File: src/rtl/led_circ_ctrl.sv
// One-hot LED rotator driven by debounced run and mode keys; short mode press cycles speed, long press reverses.
// All outputs registered; run toggles 1 cycle after key rise, first step P cycles after running rises.
module led_circ_ctrl #(
    parameter int LED_W  = 8,
    parameter int TICK_N = 25_000_000,
    parameter int LONG_N = 50_000_000
) (
    input  logic             clk,
    input  logic             reset,
    input  logic             key_run,
    input  logic             key_mode,
    output logic [LED_W-1:0] led,
    output logic             running,
    output logic             dir,
    output logic [1:0]       speed,
    output logic             step_pulse
);

    localparam logic [31:0] TICK_C    = 32'(TICK_N);
    localparam logic [31:0] LONG_LAST = 32'(LONG_N - 1);
    localparam logic [LED_W-1:0] LED_RST = {{(LED_W-1){1'b0}}, 1'b1};

    typedef enum logic [1:0] {IDLE, HELD, LONG} mode_state_e;

    mode_state_e      state_q;
    logic [31:0]      hold_q;
    logic [31:0]      tick_q, tick_d;
    logic [LED_W-1:0] led_q, led_d;
    logic             run_d_q;
    logic             running_q, running_d;
    logic             dir_q;
    logic [1:0]       speed_q;
    logic             step_q;

    logic [31:0]      period;
    logic             step;
    logic             short_press;
    logic             long_press;

    always_comb begin
        period      = TICK_C >> speed_q;
        step        = running_q && (tick_q == period - 32'd1);
        short_press = (state_q == HELD) && !key_mode;
        long_press  = (state_q == HELD) && key_mode && (hold_q == LONG_LAST);
        running_d   = running_q ^ (key_run & ~run_d_q);

        // A speed change restarts the count so the new period starts cleanly.
        tick_d = tick_q + 32'd1;
        if (!running_q || step || short_press) begin
            tick_d = '0;
        end

        led_d = led_q;
        if (step) begin
            led_d = dir_q ? {led_q[0], led_q[LED_W-1:1]}
                          : {led_q[LED_W-2:0], led_q[LED_W-1]};
        end
    end

    always_ff @(posedge clk or posedge reset) begin
        if (reset) begin
            run_d_q   <= 1'b0;
            running_q <= 1'b0;
            tick_q    <= '0;
            led_q     <= LED_RST;
            step_q    <= 1'b0;
        end else begin
            run_d_q   <= key_run;
            running_q <= running_d;
            tick_q    <= tick_d;
            led_q     <= led_d;
            step_q    <= step;
        end
    end

    // Mode key FSM: dir/speed are its registered outputs.
    always_ff @(posedge clk or posedge reset) begin
        if (reset) begin
            state_q <= IDLE;
            hold_q  <= '0;
            speed_q <= 2'd0;
            dir_q   <= 1'b0;
        end else begin
            case (state_q)
                IDLE: begin
                    if (key_mode) begin
                        state_q <= HELD;
                        hold_q  <= 32'd1;
                    end
                end
                HELD: begin
                    if (short_press) begin
                        speed_q <= speed_q + 2'd1;
                        state_q <= IDLE;
                    end else if (long_press) begin
                        dir_q   <= ~dir_q;
                        state_q <= LONG;
                    end else begin
                        hold_q <= hold_q + 32'd1;
                    end
                end
                LONG: begin
                    if (!key_mode) begin
                        state_q <= IDLE;
                    end
                end
                default: state_q <= IDLE;
            endcase
        end
    end

    assign led        = led_q;
    assign running    = running_q;
    assign dir        = dir_q;
    assign speed      = speed_q;
    assign step_pulse = step_q;

endmodule

File: config.mk
export PLATFORM = sky130hd
export DESIGN_NAME = led_circ_ctrl
export DESIGN_NICKNAME = d
export VERILOG_FILES = /design/src/rtl/led_circ_ctrl.sv
export SDC_FILE = /design/constraint.sdc
export NUM_CORES = 1
export LEC_CHECK = 0
export ABC_AREA = 0
export CAP_MARGIN = 0
export CORE_MARGIN = 3
export CORE_UTILIZATION = 45
export DETAILED_ROUTE_END_ITERATION = 6
export SLEW_MARGIN = 30
export SYNTH_ARGS = -nofsm -noshare
export SYNTH_HDL_FRONTEND = slang
export SYNTH_SLANG_ARGS = --single-unit
File: constraint.sdc
create_clock -name clk -period 4.5 [get_ports clk]
set_input_delay 0.9 -clock clk [delete_from_list [all_inputs] [get_ports clk]]
set_output_delay 0.9 -clock clk [all_outputs]
set_load 0.01 [all_outputs]
# Yosys cells after proc, flatten, opt, wreduce, memory -nomap -nowiden
# Index checks and enable logic that the tools add are counted.
# classes
n_addsub	4
multipliers	0
div	0
order_cmp	0
eq_ne	9
n_shift	1
muxes	11
bitwise_logic	5
n_reduce_logical	14
# ops
op	n
$mux W32	4
$add A32 B1 Y32 const B	2
$pmux W32 S2	1
$eq A32 B26 Y1 const B	1
$eq A32 B32 Y1	1
$shr A25 B2 Y32 const A	1
$sub A32 B1 Y32 const B	1
$mux W2	4
$mux W8	1
$ne A2 B2 Y1 const B	4
$pmux W2 S3	1
$reduce_and A3 Y1	2
$logic_and A1 B1 Y1	4
$reduce_and A4 Y1	1
$ne A3 B3 Y1 const B	1
$not A1 Y1	3
$add A2 B1 Y2 const B	1
$eq A2 B1 Y1 const B	1
$eq A2 B2 Y1 const B	1
$logic_not A1 Y1	2
$logic_not A2 Y1	1
$logic_or A1 B1 Y1	2
$reduce_and A2 Y1	1
$reduce_bool A2 Y1	1
2 further kinds	2
# word_totals
reg_bits	80
latch_bits	0
ramBits	0
romBits	0
input_bits	4
output_inout_bits	13
wordCells	53
memories	0

# Depth between registers and ports, before layout
# Gate-level depths: netlist of run 1.
# logic_depth
depth_word	7
depth_mapped	10
mapped_depth_nobuf	9

# Worst setup path after synthesis of run 1
# Ideal clock, no wire load.
# synth_path
kind	reg2reg
startpoint	register speed_q[0], in the netlist speed[0]
endpoint	register led_q[1], in the netlist led[1]
setup_time_ns	0.125
arrival_time_ns	2.471
t_required_ns	4.375
setup_slack_ns	1.904
stages_incl_launch_ff	9
path_buffers	1
period_less_slack_ns	2.596
cell_sequence	dfrtp_1 inv_1 ha_1 or3b_1 a2111oi_0 and4_1 and4_1 buf_4 mux2_2
# synth_via
elab_chain_len	4
# synth_rtl
item	line_no	text
start, declared	32	logic [1:0] speed_q;
start signal, assigned	93	speed_q <= speed_q + 2'd1;
$shr A25 B2 Y32	41	period = TICK_C >> speed_q;
$sub A32 B1 Y32	42	step = running_q && (tick_q == period - 32'd1);
$eq A32 B32 Y1	42	
$logic_and A1 B1 Y1	42	
end signal, assigned	71	led_q <= led_d;
end, declared	28	logic [LED_W-1:0] led_q, led_d;
# No other way between the ends.
# A chain may end at the register's enable or synchronous reset.

# Final worst setup path of run 1
# layout_path
startpoint	register speed_q[0], in the netlist speed[0]
endpoint	register tick_q[7]
# layout_via
elab_chain_len	7
# layout_rtl
item	line_no	text
$shr A25 B2 Y32	41	
$sub A32 B1 Y32	42	
$eq A32 B32 Y1	42	
$logic_and A1 B1 Y1	42	
$logic_or A1 B1 Y1 (2 in a row)	49	if (!running_q || step || short_press) begin
$mux W32	49	
net tick_d[7]	27	logic [31:0] tick_q, tick_d;
end signal, assigned	70	tick_q <= tick_d;
end, declared	27	
# The timed path passes the listed nets, and every way through them passes these cells.

==> flow_summary_export.csv, run 1 <==
group,metric,value,unit
pwr,power-per-cell-area,345,nW/um2
pwr,clkPwrFrac,32.0,%
pwr,power,1.71,mW
synthesis,yosys.area.top_type,"dfrtp_1",
synthesis,ys_top_cells_by_area,"dfrtp_1, xor2_1, nor2_1, mux2_2, nand4_1",
timing,skew,0.0164,ns
setup_path,cp_max_fo,23,
global_routing,grt_max_degree,62,
floorplan,rows,35,
pwr,intPower,1.17,mW
global_routing,grt_pass1_wl,16700,um
place,gp_congestion,0.885,
clock_tree,clockBufferDepth,2,
run,drv_cap,0,
cells_and_area,n_antenna_cell,0,
global_routing,overflow,0,
clock_tree,cts_resized,0,
setup_path,critPathKind,"register to register",
clock_tree,htreeDepth,3,
min_path,hp-start,"tick_q[0]$_DFF_PP0_",
setup_path,reg2reg_depth,8,
floorplan,dieArea,11100,um2
cells_and_area,layout_common_cells,"dfrtp_1, nor2_1, xor2_1",
route,post_drt_wl_per_cell,15.8,um
floorplan,die_y,105,um
cells_and_area,multi_input_area,2340,um2
global_routing,grt.total_usage,18.5,%
timing,max_freq,323,MHz
setup_path,timing.rr.start,"speed[0]$_DFFE_PP0P_",
synthesis,synth_top_area_share,44.4,%
synthesis,ys_seq_area_share,45.0,%
timing,slew_viol_final,0,
synthesis,syn-instance-count,461,
cells_and_area,syn2layout_area_growth,11.3,%
cells_and_area,final_common_cell,"dfrtp_1",
synthesis,ys.flop_type,"dfrtp_1",
floorplan,coreArea,9420,um2
pwr,swShare,31.7,%
synthesis,ys_types,53,
clock_tree,cts_setup_buffers,0,
synthesis,synth-seq-cells,80,
setup_path,rrSetupSlack,1.40,ns
route,drcViolationCount,0,
outcome,outcome,"finished clean",
min_path,hold_depth,1,
setup_path,setup.worst_path.start_class,"register",
timing,hold_viol,0,
global_routing,antenna_found_initial,0,
place,io_buffer_count,16,
cells_and_area,nets,492,
synthesis,synthesis.nets,475,
timing,min_period_over_period,68.9,%
pwr,seq_power_share,47.4,%
setup_path,cp-end-kind,"register",
setup_path,r2r-end,"tick_q[7]$_DFF_PP0_",
clock_tree,numCtsBuffers,9,
place,pre_cts_slack,1.17,ns
clock_tree,clk_latency,0.35,ns
place,dp_hpwl,6800,um
pwr,p_leak,2.04,nW
synthesis,avgSynthCellArea,9.65,um2
route,viasPerCell,5.75,
min_path,hp-class,"register to register",
synthesis,synth_edf_count,0,
clock_tree,path_clk_slew,0.09,ns
cells_and_area,ff_latch_area,2000,um2
route,via_count,3521,
floorplan,pin_count,17,
pwr,ir_drop,0.187,mV
timing,tightest_slew,0.939,ns
timing,min_period,3.10,ns
timing,max_slew_margin,36.9,%
setup_path,arrival,3.34,ns
timing,rsz0062_at_grt,"no",
pwr,power_frac_comb,20.5,%
synthesis,syn_area,4450,um2
timing,timing.final.ws_setup,1.40,ns
synthesis,ys_async_sr_fraction,100,%
clock_tree,cts.root.buffer_cell,"clkbuf_8",
pwr,p_switching,0.542,mW
cells_and_area,n_fill_cell,883,
min_path,min_to,"tick_q[0]$_DFF_PP0_",
clock_tree,cts_num_sinks,80,
route,dr.first_iter.drc_count,214,
clock_tree,tritoncts,"done",
clock_tree,hold_buffers,0,
route,postRouteAntennaNets,0,
floorplan,start_util,47.3,%
synthesis,yosys_warnings,0,
global_routing,grt_pass1_vias,3327,
setup_path,crit_required,4.74,ns
cells_and_area,drive_above_1_share,11.2,%
floorplan,die_x,105,um
route,drt_wl_total,9690,um
route,firstDrtPassIters,4,
timing,finalSetupTns,0,ns
timing,setup_viol,0,
[synthesized netlist by cell type, types with 3 or more instances]
cell and n:
clkbuf_1 8, nand3_1 25, dfrtp_1 79, nand4_1 26
or2_2 3, and3_1 6, o21ai_0 15, and4_1 7
buf_4 3, nand2_1 35, xor2_1 36, mux2_2 17
xnor2_1 16, inv_1 11, ha_1 10, nor4b_1 3
a21oi_1 15, and3b_1 3, nor2_1 53, or3_1 11
o31ai_1 4, nand2b_1 4, nor4_1 15, nor3b_1 5
nor3_1 5, buf_2 3, nor2b_1 6, or4_1 8
[layer usage]
metal	wire [um]	up-vias	GRT usage (%)
li1	-	1693	-
met1	4820	1723	27.7
met2	4280	99	26.8
met3	500	6	4.04
met4	91	0	4.97
met5	0	-	0
[layout make-up]
class,instances,area share [%]
multi-input combinational,355,47.3
sequential,80,40.4
timing repair buffer,21,3.99
tap,129,3.26
clock buffer,9,2.50
clock inverter,7,1.57
inverter,11,0.935
[logic make-up after synthesis]
| kind of cell | share of synthesized area [%] |
|---|---|
| simple gates | 29.0 |
| flops | 45.0 |
| xor+xnor | 10.2 |
| compound gates | 5.91 |
| buf+inv | 2.53 |
| mux | 4.53 |
| fa+ha+maj | 2.81 |
[how the worst max path moves through the flow]
stage / cells after the start / from / end
finish: 8 / speed[0]$_DFFE_PP0P_ / tick_q[7]$_DFF_PP0_
global route: 8 / speed[0]$_DFFE_PP0P_ / tick_q[10]$_DFF_PP0_
CTS: 8 / speed[0]$_DFFE_PP0P_ / tick_q[7]$_DFF_PP0_
detailed placement: 7 / key_mode / hold_q[13]$_DFFE_PP0P_
global placement: 7 / key_mode / hold_q[15]$_DFFE_PP0P_
floorplan: 1 / reset / dir$_DFFE_PP0P_
[registers in the layout, indices dropped and copies added (netlist names), 2 cells and up]
register,flops
hold_q,32
led,8
speed,2
state_q,2
tick_q,32
[metrics by stage]
| step | hold slack, ns | cells | utilization, % | area, um2 |
|---|---|---|---|---|
| final | 0.498 | 612 | 52.6 | 4950 |
| after global routing | 0.519 | 612 | 52.6 | 4950 |
| after CTS | 0.501 | 612 | 52.6 | 4950 |
| after detailed placement | 0.484 | 596 | 50.5 | 4750 |
| after global placement | 0.497 | 596 | 50.4 | 4750 |
| after floorplan | 0.448 | 461 | - | 4450 |
[power by group through the flow]
| stage | registers, mW | logic [mW] | clock network [mW] |
|---|---|---|---|
| 2_1_floorplan | 0.816 | 0.254 | 0 |
| 4_1_cts | 0.810 | 0.354 | 0.568 |
| 5_1_grt | 0.818 | 0.390 | 0.603 |
| 3_3_place_gp | 0.823 | 0.344 | 0 |
| 3_5_place_dp | 0.824 | 0.351 | 0 |
| 6_report | 0.811 | 0.351 | 0.548 |
[critical path, stage by stage, from the launching register on]
cell and delay (ns):
dfrtp_1 0.46, inv_1 0.19, ha_1 0.33, or3b_1 0.39, a2111oi_0 0.39, and4_1 0.28
a211o_1 0.59, buf_4 0.29, nor2_1 0.06
(Power assumes the default switching activity.)
==> run 2, diff against run 1 <==
==> constraint.sdc (replaced) <==
create_clock -name clk -period 2.7 [get_ports clk]
set_input_delay 0.54 -clock clk [delete_from_list [all_inputs] [get_ports clk]]
set_output_delay 0.54 -clock clk [all_outputs]
set_load 0.01 [all_outputs]
==> run 2 against run 1 <==
  * Critical endpoint is now led[2]$_DFFE_PP0P_
  * Sequential power is 64% higher
  * Largest cell class unchanged
  * Critical path depth down 1
  * Total power grew 80%
==> flow_summary_export.csv, run 2 (synthesis results as in run 1) <==
group,metric,value,unit
timing,min_period_over_period,93.3,%
route,post_drt_wl_per_cell,15.5,um
route,drcViolationCount,0,
floorplan,dieArea,11100,um2
clock_tree,htreeDepth,3,
pwr,power-per-cell-area,601,nW/um2
cells_and_area,final_common_cell,"dfrtp_1",
setup_path,cp-end-kind,"register",
clock_tree,tritoncts,"done",
global_routing,antenna_found_initial,0,
clock_tree,cts_resized,1,
cells_and_area,fin_cells,624,
floorplan,rows,35,
clock_tree,path_clk_slew,0.09,ns
timing,tightest_slew,0.745,ns
run,drv_cap,0,
cells_and_area,drive_above_1_share,13.7,%
place,dp.cells,608,
place,place_area,4860,um2
timing,max_freq,397,MHz
setup_path,crit_required,2.93,ns
floorplan,pin_count,17,
clock_tree,hold_buffers,0,
pwr,p_leak,2.13,nW
setup_path,slowest_stage,"dfrtp_1",
setup_path,critPathKind,"register to register",
timing,slew_viol_final,0,
timing,skew,0.0141,ns
clock_tree,cts.root.buffer_cell,"clkbuf_8",
floorplan,die_y,105,um
place,gp_congestion,0.855,
floorplan,start_util,47.3,%
clock_tree,cts_num_sinks,80,
cells_and_area,multi_input_area,2350,um2
global_routing,grt.total_usage,18.7,%
cells_and_area,ff_latch_area,2000,um2
setup_path,setup.worst_path.start_class,"register",
cells_and_area,n_fill_cell,856,
route,via_count,3468,
route,postRouteAntennaNets,0,
timing,setup_viol,0,
cells_and_area,nets,504,
outcome,outcome,"finished clean",
global_routing,grt_pass1_vias,3404,
place,io_buffer_count,16,
route,dr.first_iter.drc_count,200,
cells_and_area,layout_common_cells,"dfrtp_1, nor2_1, xor2_1",
floorplan,die_x,105,um
timing,finalSetupTns,0,ns
clock_tree,cts_setup_buffers,0,
pwr,ir_drop,0.322,mV
setup_path,crit_path_max_incr_delay,0.38,ns
clock_tree,clk_latency,0.34,ns
clock_tree,clockBufferDepth,2,
setup_path,arrival,2.75,ns
timing,max_slew_margin,49.8,%
setup_path,path_cells,"inv_1, ha_1, or3b_1, a2111oi_2, and4_1, and4_4, mux2_2",
route,viasPerCell,5.56,
setup_path,cp_max_fo,8,
floorplan,coreArea,9420,um2
min_path,hp-class,"register to register",
timing,hold_viol,0,
global_routing,grt_pass1_wl,17000,um
route,firstDrtPassIters,5,
global_routing,grt_max_degree,34,
cells_and_area,finalInstanceArea,5120,um2
cells_and_area,syn2layout_area_growth,15.1,%
global_routing,overflow,0,
timing,holdWs,0.483,ns
timing,rsz0062_at_grt,"no",
cells_and_area,n_antenna_cell,0,
timing,min_period,2.52,ns
clock_tree,numCtsBuffers,9,
route,drt_wl_total,9680,um
place,dp_hpwl,6920,um
-- run 2: cell count changes in the layout (fill, tap and decap cells not counted) --
cell        previous run  this run
buf_4                  5        15
buf_12                 0         2
bufinv_16              1         3
a2111oi_0              2         1
a2111oi_2              0         1
and4_1                 7         6
and4_4                 0         1
clkinv_4               2         1
clkinvlp_4             1         0
-- run 2: area by class of cell --
type / count / area share, %
tap: 129 / 3.15
sequential: 80 / 39.1
clock buffer: 9 / 2.42
multi-input combinational: 355 / 45.9
clock inverter: 7 / 2.44
inverter: 11 / 0.831
timing repair buffer: 33 / 6.11
-- run 2: routing by layer --
metal | vias up | wire length, um | GRT usage, %
met3 | 5 | 311 | 2.45
met2 | 68 | 4330 | 28.3
met1 | 1676 | 4970 | 28.1
met5 | - | 0 | 0
li1 | 1719 | - | -
met4 | 0 | 67 | 4.87
-- run 2: worst paths after layout --
check | to | start | cells past startpoint | slack [ns]
max reg2reg | led[2]$_DFFE_PP0P_ | speed[1]$_DFFE_PP0P_ | 7 | 0.18
min reg2reg | tick_q[0]$_DFF_PP0_ | tick_q[0]$_DFF_PP0_ | 1 | 0.48
max in group asynchronous | hold_q[16]$_DFFE_PP0P_ | reset | 3 | 1.49
max | led[2]$_DFFE_PP0P_ | speed[1]$_DFFE_PP0P_ | 7 | 0.18
min | tick_q[0]$_DFF_PP0_ | tick_q[0]$_DFF_PP0_ | 1 | 0.48
min in group asynchronous | tick_q[10]$_DFF_PP0_ | reset | 2 | 0.54
-- run 2: report_power, final --
group | leakage (nW) | internal [mW] | switching [mW] | total, mW
clock | 0.125 | 0.626 | 0.468 | 1.09
combinational | 0.912 | 0.293 | 0.363 | 0.656
sequential | 1.09 | 1.26 | 0.0660 | 1.33
-- run 2: worst max-delay path, delay by kind of cell (launching register included) --
kind            cells  cell delay, ns
fa+ha+maj           1            0.20
flops               1            0.38
mux                 1            0.36
buf+inv             1            0.13
compound gates      1            0.36
simple gates        3            0.97
-- run 2: metrics by stage --
step                      setup slack (ns)  total power [mW]  utilization [%]
after detailed placement           -0.0548              2.01             51.6
after global placement              0.0527              1.99             51.6
after global routing                0.0267              3.28             54.4
after CTS                          0.00717              3.12             54.3
after floorplan                      0.104              1.78                -
final                                0.180              3.08             54.4
